File: src/rtl/serialtopara.sv
// Dual-lane serial-to-parallel receiver: comma word alignment,
// deserialization and a show-ahead FIFO per lane.
`timescale 1ns/1ps

module serialtopara_lane #(
    parameter int          DATA_SIZE   = 8,
    parameter logic [DATA_SIZE-1:0] COMMA = 8'hBC,
    parameter int          LOCK_COUNT  = 4,
    parameter int          FIFO_DEPTH  = 4,
    parameter int          ALMOST_FULL = 3
) (
    input  logic                 clk,
    input  logic                 reset,
    input  logic                 i_in,
    input  logic                 i_pop,
    output logic [DATA_SIZE-1:0] o_out,
    output logic                 o_empty,
    output logic                 o_afull,
    output logic                 o_active,
    output logic                 o_error
);

    localparam int BW = (DATA_SIZE > 1) ? $clog2(DATA_SIZE) : 1;
    localparam int LW = $clog2(LOCK_COUNT + 1);
    localparam int PW = (FIFO_DEPTH > 1) ? $clog2(FIFO_DEPTH) : 1;
    localparam int CW = $clog2(FIFO_DEPTH + 1);

    typedef enum logic [1:0] {
        HUNT,
        ALIGN,
        ACTIVE
    } state_t;

    state_t               r_state;
    state_t               w_state_n;
    logic [DATA_SIZE-1:0] r_sr;
    logic [BW-1:0]        r_bitcnt;
    logic [BW-1:0]        w_bitcnt_n;
    logic [BW-1:0]        w_bit_inc;
    logic [LW-1:0]        r_cc;
    logic [LW-1:0]        w_cc_n;
    logic [DATA_SIZE-1:0] w_nxt;
    logic                 w_is_comma;
    logic                 w_bound;
    logic                 w_push;

    logic [DATA_SIZE-1:0] r_mem [FIFO_DEPTH];
    logic [PW-1:0]        r_wr;
    logic [PW-1:0]        r_rd;
    logic [CW-1:0]        r_count;
    logic [CW-1:0]        w_count_n;
    logic [DATA_SIZE-1:0] r_out;
    logic [DATA_SIZE-1:0] w_out_n;
    logic                 r_empty;
    logic                 r_afull;
    logic                 r_error;
    logic                 w_full;
    logic                 w_can_pop;
    logic                 w_pop_err;
    logic                 w_wr;
    logic                 w_ovf;

    function automatic logic [PW-1:0] f_inc(input logic [PW-1:0] p);
        return (p == PW'(FIFO_DEPTH - 1)) ? '0 : p + PW'(1);
    endfunction

    assign w_nxt      = {r_sr[DATA_SIZE-2:0], i_in};
    assign w_is_comma = (w_nxt == COMMA);
    assign w_bound    = (r_bitcnt == BW'(DATA_SIZE - 1));
    assign w_bit_inc  = w_bound ? '0 : r_bitcnt + BW'(1);

    always_ff @(posedge clk or posedge reset) begin
        if (reset) begin
            r_state  <= HUNT;
            r_sr     <= '0;
            r_bitcnt <= '0;
            r_cc     <= '0;
        end else begin
            r_state  <= w_state_n;
            r_sr     <= w_nxt;
            r_bitcnt <= w_bitcnt_n;
            r_cc     <= w_cc_n;
        end
    end

    // Alignment: any bit position in HUNT, word boundaries only afterwards
    always_comb begin
        w_state_n  = r_state;
        w_bitcnt_n = r_bitcnt;
        w_cc_n     = r_cc;
        w_push     = 1'b0;
        unique case (r_state)
            HUNT: begin
                w_bitcnt_n = '0;
                if (w_is_comma) begin
                    w_cc_n    = LW'(1);
                    w_state_n = ALIGN;
                end
            end
            ALIGN: begin
                w_bitcnt_n = w_bit_inc;
                if (w_bound) begin
                    if (w_is_comma) begin
                        w_cc_n = r_cc + LW'(1);
                        if (r_cc == LW'(LOCK_COUNT - 1)) begin
                            w_state_n = ACTIVE;
                        end
                    end else begin
                        w_cc_n    = '0;
                        w_state_n = HUNT;
                    end
                end
            end
            ACTIVE: begin
                w_bitcnt_n = w_bit_inc;
                if (w_bound && !w_is_comma) begin
                    w_push = 1'b1;
                end
            end
            default: begin
                w_state_n  = HUNT;
                w_bitcnt_n = '0;
                w_cc_n     = '0;
            end
        endcase
    end

    assign w_full    = (r_count == CW'(FIFO_DEPTH));
    assign w_can_pop = i_pop && (r_count != '0);
    assign w_pop_err = i_pop && (r_count == '0);
    // A pop at full frees the slot the incoming word lands in
    assign w_wr      = w_push && (!w_full || w_can_pop);
    assign w_ovf     = w_push && w_full && !w_can_pop;

    always_comb begin
        w_count_n = r_count;
        if (w_wr && !w_can_pop) begin
            w_count_n = r_count + CW'(1);
        end else if (!w_wr && w_can_pop) begin
            w_count_n = r_count - CW'(1);
        end
    end

    // Registered head copy so the last word is held once drained
    always_comb begin
        w_out_n = r_out;
        if (w_can_pop && (r_count > CW'(1))) begin
            w_out_n = r_mem[f_inc(r_rd)];
        end else if (w_wr && (r_count == '0 ||
                     (w_can_pop && r_count == CW'(1)))) begin
            w_out_n = w_nxt;
        end
    end

    always_ff @(posedge clk) begin
        if (w_wr) begin
            r_mem[r_wr] <= w_nxt;
        end
    end

    always_ff @(posedge clk or posedge reset) begin
        if (reset) begin
            r_wr    <= '0;
            r_rd    <= '0;
            r_count <= '0;
            r_out   <= '0;
            r_empty <= 1'b1;
            r_afull <= 1'b0;
            r_error <= 1'b0;
        end else begin
            if (w_wr) begin
                r_wr <= f_inc(r_wr);
            end
            if (w_can_pop) begin
                r_rd <= f_inc(r_rd);
            end
            r_count <= w_count_n;
            r_out   <= w_out_n;
            r_empty <= (w_count_n == '0);
            r_afull <= (w_count_n >= CW'(ALMOST_FULL));
            r_error <= r_error | w_pop_err | w_ovf;
        end
    end

    assign o_out    = r_out;
    assign o_empty  = r_empty;
    assign o_afull  = r_afull;
    assign o_active = (r_state == ACTIVE);
    assign o_error  = r_error;

endmodule

module serialtopara #(
    parameter int          DATA_SIZE   = 8,
    parameter logic [DATA_SIZE-1:0] COMMA = 8'hBC,
    parameter int          LOCK_COUNT  = 4,
    parameter int          FIFO_DEPTH  = 4,
    parameter int          ALMOST_FULL = 3
) (
    input  logic                 clk,
    input  logic                 reset,
    input  logic                 in0,
    input  logic                 in1,
    input  logic                 pop_0,
    input  logic                 pop_1,
    output logic [DATA_SIZE-1:0] out0,
    output logic [DATA_SIZE-1:0] out1,
    output logic                 fifo_empty0,
    output logic                 fifo_empty1,
    output logic                 fifo0_almostfull,
    output logic                 fifo1_almostfull,
    output logic                 active0,
    output logic                 active1,
    output logic                 Error0,
    output logic                 Error1
);

    serialtopara_lane #(
        .DATA_SIZE  (DATA_SIZE),
        .COMMA      (COMMA),
        .LOCK_COUNT (LOCK_COUNT),
        .FIFO_DEPTH (FIFO_DEPTH),
        .ALMOST_FULL(ALMOST_FULL)
    ) u_lane0 (
        .clk     (clk),
        .reset   (reset),
        .i_in    (in0),
        .i_pop   (pop_0),
        .o_out   (out0),
        .o_empty (fifo_empty0),
        .o_afull (fifo0_almostfull),
        .o_active(active0),
        .o_error (Error0)
    );

    serialtopara_lane #(
        .DATA_SIZE  (DATA_SIZE),
        .COMMA      (COMMA),
        .LOCK_COUNT (LOCK_COUNT),
        .FIFO_DEPTH (FIFO_DEPTH),
        .ALMOST_FULL(ALMOST_FULL)
    ) u_lane1 (
        .clk     (clk),
        .reset   (reset),
        .i_in    (in1),
        .i_pop   (pop_1),
        .o_out   (out1),
        .o_empty (fifo_empty1),
        .o_afull (fifo1_almostfull),
        .o_active(active1),
        .o_error (Error1)
    );

endmodule

File: config.mk
export PLATFORM = sky130hd
export DESIGN_NAME = serialtopara
export DESIGN_NICKNAME = d
export VERILOG_FILES = /design/src/rtl/serialtopara.sv
export SDC_FILE = /design/constraint.sdc
export NUM_CORES = 1
export LEC_CHECK = 0
export ABC_AREA = 1
export CAP_MARGIN = 20
export CORE_ASPECT_RATIO = 0.7
export CORE_UTILIZATION = 60
export CTS_CLUSTER_SIZE = 12
export DETAILED_ROUTE_END_ITERATION = 8
export GPL_TIMING_DRIVEN = 0
export PLACE_DENSITY = 0.89
export SLEW_MARGIN = 20
export SYNTH_ARGS = -nofsm -noshare
export SYNTH_HDL_FRONTEND = slang
export SYNTH_SLANG_ARGS = --single-unit
File: constraint.sdc
create_clock -name clk -period 2.1 [get_ports clk]
set_input_delay 0.21 -clock clk [delete_from_list [all_inputs] [get_ports clk]]
set_output_delay 0.21 -clock clk [all_outputs]
set_load 0.03 [all_outputs]
## Word-level counts from Yosys, hierarchy flattened

Memories as Yosys holds them, arrays and structs flattened.
Index checks and enable logic that the tools add are counted.
W data, S select, Z words.

| storage, ports and cells | value |
|---|---|
| bits of input ports | 6 |
| memory bits (writable) | 64 |
| bits in registers | 66 |
| output and inout bits | 24 |
| memories kept | 2 |

Memory list:

| memory | depth | bits a word | rd ports | clocked after Yosys merged registers in | write ports | RTL line | RTL |
|---|---|---|---|---|---|---|---|
| u_lane0.r_mem | 4 | 8 | 1 | 0 | 1 | 47 | `logic [DATA_SIZE-1:0] r_mem [FIFO_DEPTH];` |
| u_lane1.r_mem | 4 | 8 | 1 | 0 | 1 | 47 |  |

| cells by class | value |
|---|---|
| order comparisons | 4 |
| add/subtract/negate cells | 12 |
| bitwise operators | 6 |
| equal/unequal tests | 24 |
| muxes and demuxes | 42 |
| reduce and logical (&&, ||, !) cells | 50 |

Operators with widths:

| cell | count |
|---|---|
| $mux W3 | 14 |
| $mux W8 | 4 |
| $mux W2 | 12 |
| $logic_and A1 B1 Y1 | 22 |
| $add A3 B1 Y3 const B | 6 |
| $pmux W3 S3 | 2 |
| $eq A8 B8 Y1 const B | 2 |
| $eq A2 B2 Y1 const B | 6 |
| $eq A3 B3 Y1 const B | 4 |
| $logic_not A3 Y1 | 4 |
| $pmux W2 S3 | 2 |
| $add A2 B1 Y2 const B | 4 |
| $logic_not A1 Y1 | 8 |
| $mux W1 | 8 |
| $ne A2 B1 Y1 const B | 4 |
| $reduce_and A4 Y1 | 2 |
| $eq A3 B1 Y1 const B | 2 |
| $eq A3 B2 Y1 const B | 2 |
| $ge A3 B2 Y1 const B | 2 |
| $gt A3 B1 Y1 const B | 2 |
| $ne A3 B3 Y1 const B | 2 |
| $reduce_and A3 Y1 | 2 |
| $reduce_bool A3 Y1 | 2 |
| $sub A3 B1 Y3 const B | 2 |
| 7 further kinds | 18 |

## Longest topological paths before layout

| depth | value |
|---|---|
| depth in word-level cells | 11 |
| gate-level depth with buffers | 13 |

## Hierarchy

Synthesis repeated with hierarchy kept, for this count alone.

| unflattened totals | value |
|---|---|
| cell total of the unflattened synthesis | 593 |
| area total of the unflattened synthesis | 6157.2 um^2 |

Modules (own cells, without submodules):

| module | times used | area each (um^2) | sequential area each (um^2) | cells an instance |
|---|---|---|---|---|
| serialtopara_lane at u_lane0 | 1 | 3093.0 | 1788.0 | 297 |
| serialtopara_lane at u_lane1 | 1 | 3064.2 | 1788.0 | 296 |

## Worst setup path after synthesis

OpenSTA, ideal clock, no wires.

| timing path | value |
|---|---|
| kind | reg2reg |
| from | reg u_lane1.r_state[0] |
| to | mem u_lane1.r_mem[0][0] (enable) |
| data arrival time | 1720 ps |
| stages on the path, launching flop included | 9 |
| required time | 1729 ps |
| setup slack | 9 ps |
| cells stage by stage | dfrtp_1 -> inv_1 -> ha_1 -> nand2_1 -> inv_1 -> nand2_2 -> inv_1 -> nand2_1 -> nor2_1 |

| between the ends | value |
|---|---|
| word-level cells in the longest chain between the ends | 5 |

Ends and longest elaborated chain:

| what | RTL line | RTL |
|---|---|---|
| from (decl) | 34 | `state_t r_state;` |
| from (signal assigned) | 79 | `r_state <= w_state_n;` |
| $eq A2 B2 Y1 | - |  |
| named net active1 | 213 | `output logic active1,` |
| $mux W1 | 92 | `unique case (r_state)` |
| $logic_and A1 B1 Y1 | 132 | `assign w_wr = w_push && (!w_full \|\| w_can_pop);` |
| $mux W1 | 156 | `if (w_wr) begin` |
| $mux W1 (not written as such) | 157 | `r_mem[r_wr] <= w_nxt;` |
| to (decl) | 47 |  |

The timed path passes the listed nets, and every way through them passes these cells.

## Final worst setup path

| timing path | value |
|---|---|
| from | reg u_lane1.r_state[0] |
| to | out active1 |

| between the ends | value |
|---|---|
| word-level cells in the longest chain between the ends | 1 |

Ends and longest elaborated chain:

| what | RTL line | RTL |
|---|---|---|
| $eq A2 B2 Y1 | 188 | `assign o_active = (r_state == ACTIVE);` |
| to (decl) | 213 |  |

Every way passes these cells.

==> reports/qor.txt <==
Iter 0 DRT Violations: 659
TritonCTS clock tree: done
WL per Instance: 18.11 um
drt pass-1 iters: 6
worst path required time: 1890 ps
Rows: 29
routed vias/inst: 5.890
commonest cells after routing, fill and taps aside: nand2_1, inv_1, edfxtp_1
overall die area: 10280 um2
Finished Core Util: 77.66%
run status: finished clean
setup_tns: 0 ps
post-synthesis sequential area ratio: 60.35%
antenna violations before repair: 0
routability congestion estimate from global placement: 0.8607
Final #Nets: 668
total placed cells including tap cells: 725
vias in the first global route: 4434
YS warnings: 0
skew final: 7.777 ps
clk sinks: 130
CTS clock-pin slew for the worst setup and hold paths: 50 ps
Worst Setup End Kind: output pin
period utilization: 96.69%
critical path arrival: 1820 ps
total grt overflow: 0
Total GRT Usage: 28.37%
Clock H-tree levels: 4
Fmax: 492.5 MHz
Final Worst Setup Slack: 69.51 ps
die width: 120.8 um
synthesized cell area: 5926 um2
Remaining DRCs: 0
FFs w/ async S/R, synth: 50.77%
cts hold-fix bufs: 0
Place WS: -684.6 ps
Pwr Total: 10.66 mW
PD cells: 1472 nW/um2
Skew-Pair Late Insertion Delay: 410 ps
Non-Filler Instances: 767
count of cell types in the netlist: 38
static leakage: 3.200 nW
Post-synth top flop: edfxtp_1
Tmin final: 2030 ps
count of final hold-check violations: 0
Routed Antenna Nets: 0
Placeable Area: 9325 um2
Final Slew Violations: 0
Setup-failing EPs final: 0
most common cell after layout, fill and taps aside: nand2_1
Syn Nets: 609
Port Buffers: 29
WS Path Type: reg2out
Hold Crit Class: in2async
Slew headroom: 65.08%
Worst setup SP type: flip-flop
Worst Path Max Fanout: 3
I/O pins: 30
CTS root buf: clkbuf_16
first-pass GRT wire length: 22090 um
Post-Synthesis Cells: 571
Initial Util: 63.54%
# diodes: 0
total CTS buffers: 17
Seq cells post-synth: 130
mean post-synth cell area: 10.38 um2
clk buf depth: 2
largest net degree at the start of global routing: 36
final WL: 13890 um
Max-Cap Viols: 0
P&R area growth vs syn: 22.21%
layout cell share with drive strength beyond 1: 14.77%
die height: 85.15 um
worst vdd ir: 0.7241 mV
Worst-Margin Slew: 523.7 ps
Vias: 4518
crit path launch: u_lane1.r_state[0]
number of synthesized flops with an enable pin: 64
RR Startpoint: u_lane1.r_sr[5]
filler instances: 478
DP HPWL: 8678 um
==> per-layer routing <==
| metal | vias to the layer above | track usage [%] | part of all wire (%) |
|---|---|---|---|
| met5 | - | 0 | 0 |
| met4 | 0 | 11.34 | 2.4 |
| met3 | 42 | 6.855 | 9.4 |
| met2 | 321 | 44.20 | 48 |
| met1 | 2141 | 38.79 | 40 |
| li1 | 2014 | - | - |
==> where the power goes <==
group / total (mW) / switching [mW] / internal (mW)
Sequential: 3.39 / 0.306 / 3.08
Combinational: 4.21 / 2.76 / 1.45
Clock: 3.07 / 1.01 / 2.06
Total: 10.7 / 4.07 / 6.59
==> synth_stat cells (5+ instances only) <==
cell	n	area (um2)
o21ai_1	14	70.07
buf_6	6	67.56
nor2_1	46	172.7
inv_1	66	247.7
nand3_1	38	190.2
nand4_1	7	43.79
nand2_1	130	488.0
ha_1	32	400.4
o21ai_0	34	170.2
o22ai_1	9	56.30
edfxtp_1	64	1922
dfrtp_1	64	1602
or2_2	5	31.28
a21oi_1	13	65.06
==> timing repair <==
action | CTS | global route
gates cloned | 0 | 0
setup endpoints to repair | 70 | 76
resized for setup | 19 | 10
buffers inserted | 8 | 3
pin swaps | 5 | 3
==> cells by family (layout without fill, tap and decap cells) <==
family / count (synthesis) / after routing / synth area share [%]
XOR/XNOR: 3 / 3 / 0.4435
adder cells (fa/ha/maj): 32 / 32 / 6.757
AND/OR/NAND/NOR: 241 / 241 / 18.56
AO/OA/AOI/OAI: 80 / 80 / 7.496
flip-flops: 130 / 130 / 60.35
buffers and inverters: 85 / 157 / 6.398
==> path summary, 6_finish.rpt <==
check / end / slack (ps) / cells after the start
worst max-delay path: active1 / 70 / 3
worst min-delay path: u_lane1.o_out[6] / 160 / 2
worst max register to register: u_lane1.r_mem[0][1] / 90 / 10
worst min register to register: u_lane1.r_bitcnt[0] / 450 / 1
max in group asynchronous: u_lane0.o_empty / 1330 / 3
min in group clk: u_lane0.r_sr[0] / 400 / 1
==> registers in the layout, indices dropped and copies added (netlist names), 3 cells and up <==
signal / cells
u_lane0.r_bitcnt: 3
u_lane1.r_mem: 32
u_lane1.r_count: 3
u_lane0.r_cc: 3
u_lane1.r_bitcnt: 3
u_lane1.r_sr: 7
u_lane1.r_cc: 3
u_lane0.r_count: 3
u_lane0.r_mem: 32
u_lane0.r_sr: 7
u_lane1.o_out: 8
u_lane0.o_out: 8
==> per-stage QoR <==
stage | area [um2] | hold WS (ps)
6_report | 7242 | 165.0
5_1_grt | 7242 | 203.0
4_1_cts | 7179 | 179.7
3_5_place_dp | 6394 | 448.2
3_3_place_gp | 6371 | 425.1
2_1_floorplan | 5926 | 241.4
==> layout make-up <==
type	instances	area (um2)	area share, %
well taps	124	155.1	2.142
clock buffers	28	526.8	7.274
multi-input cells	356	2061	28.46
flip-flops and latches	130	3578	49.41
inverters	74	297.8	4.112
clock inverters	4	95.09	1.313
plain buffers	10	85.08	1.175
repair buffers	41	442.9	6.116
==> worst max-delay path: stages, from the launching register on <==
cell             delay (ps)
dfrtp_1                 380
inv_1                   110
ha_1                    210
clkdlybuf4s50_1         700
(Power assumes the default switching activity.)
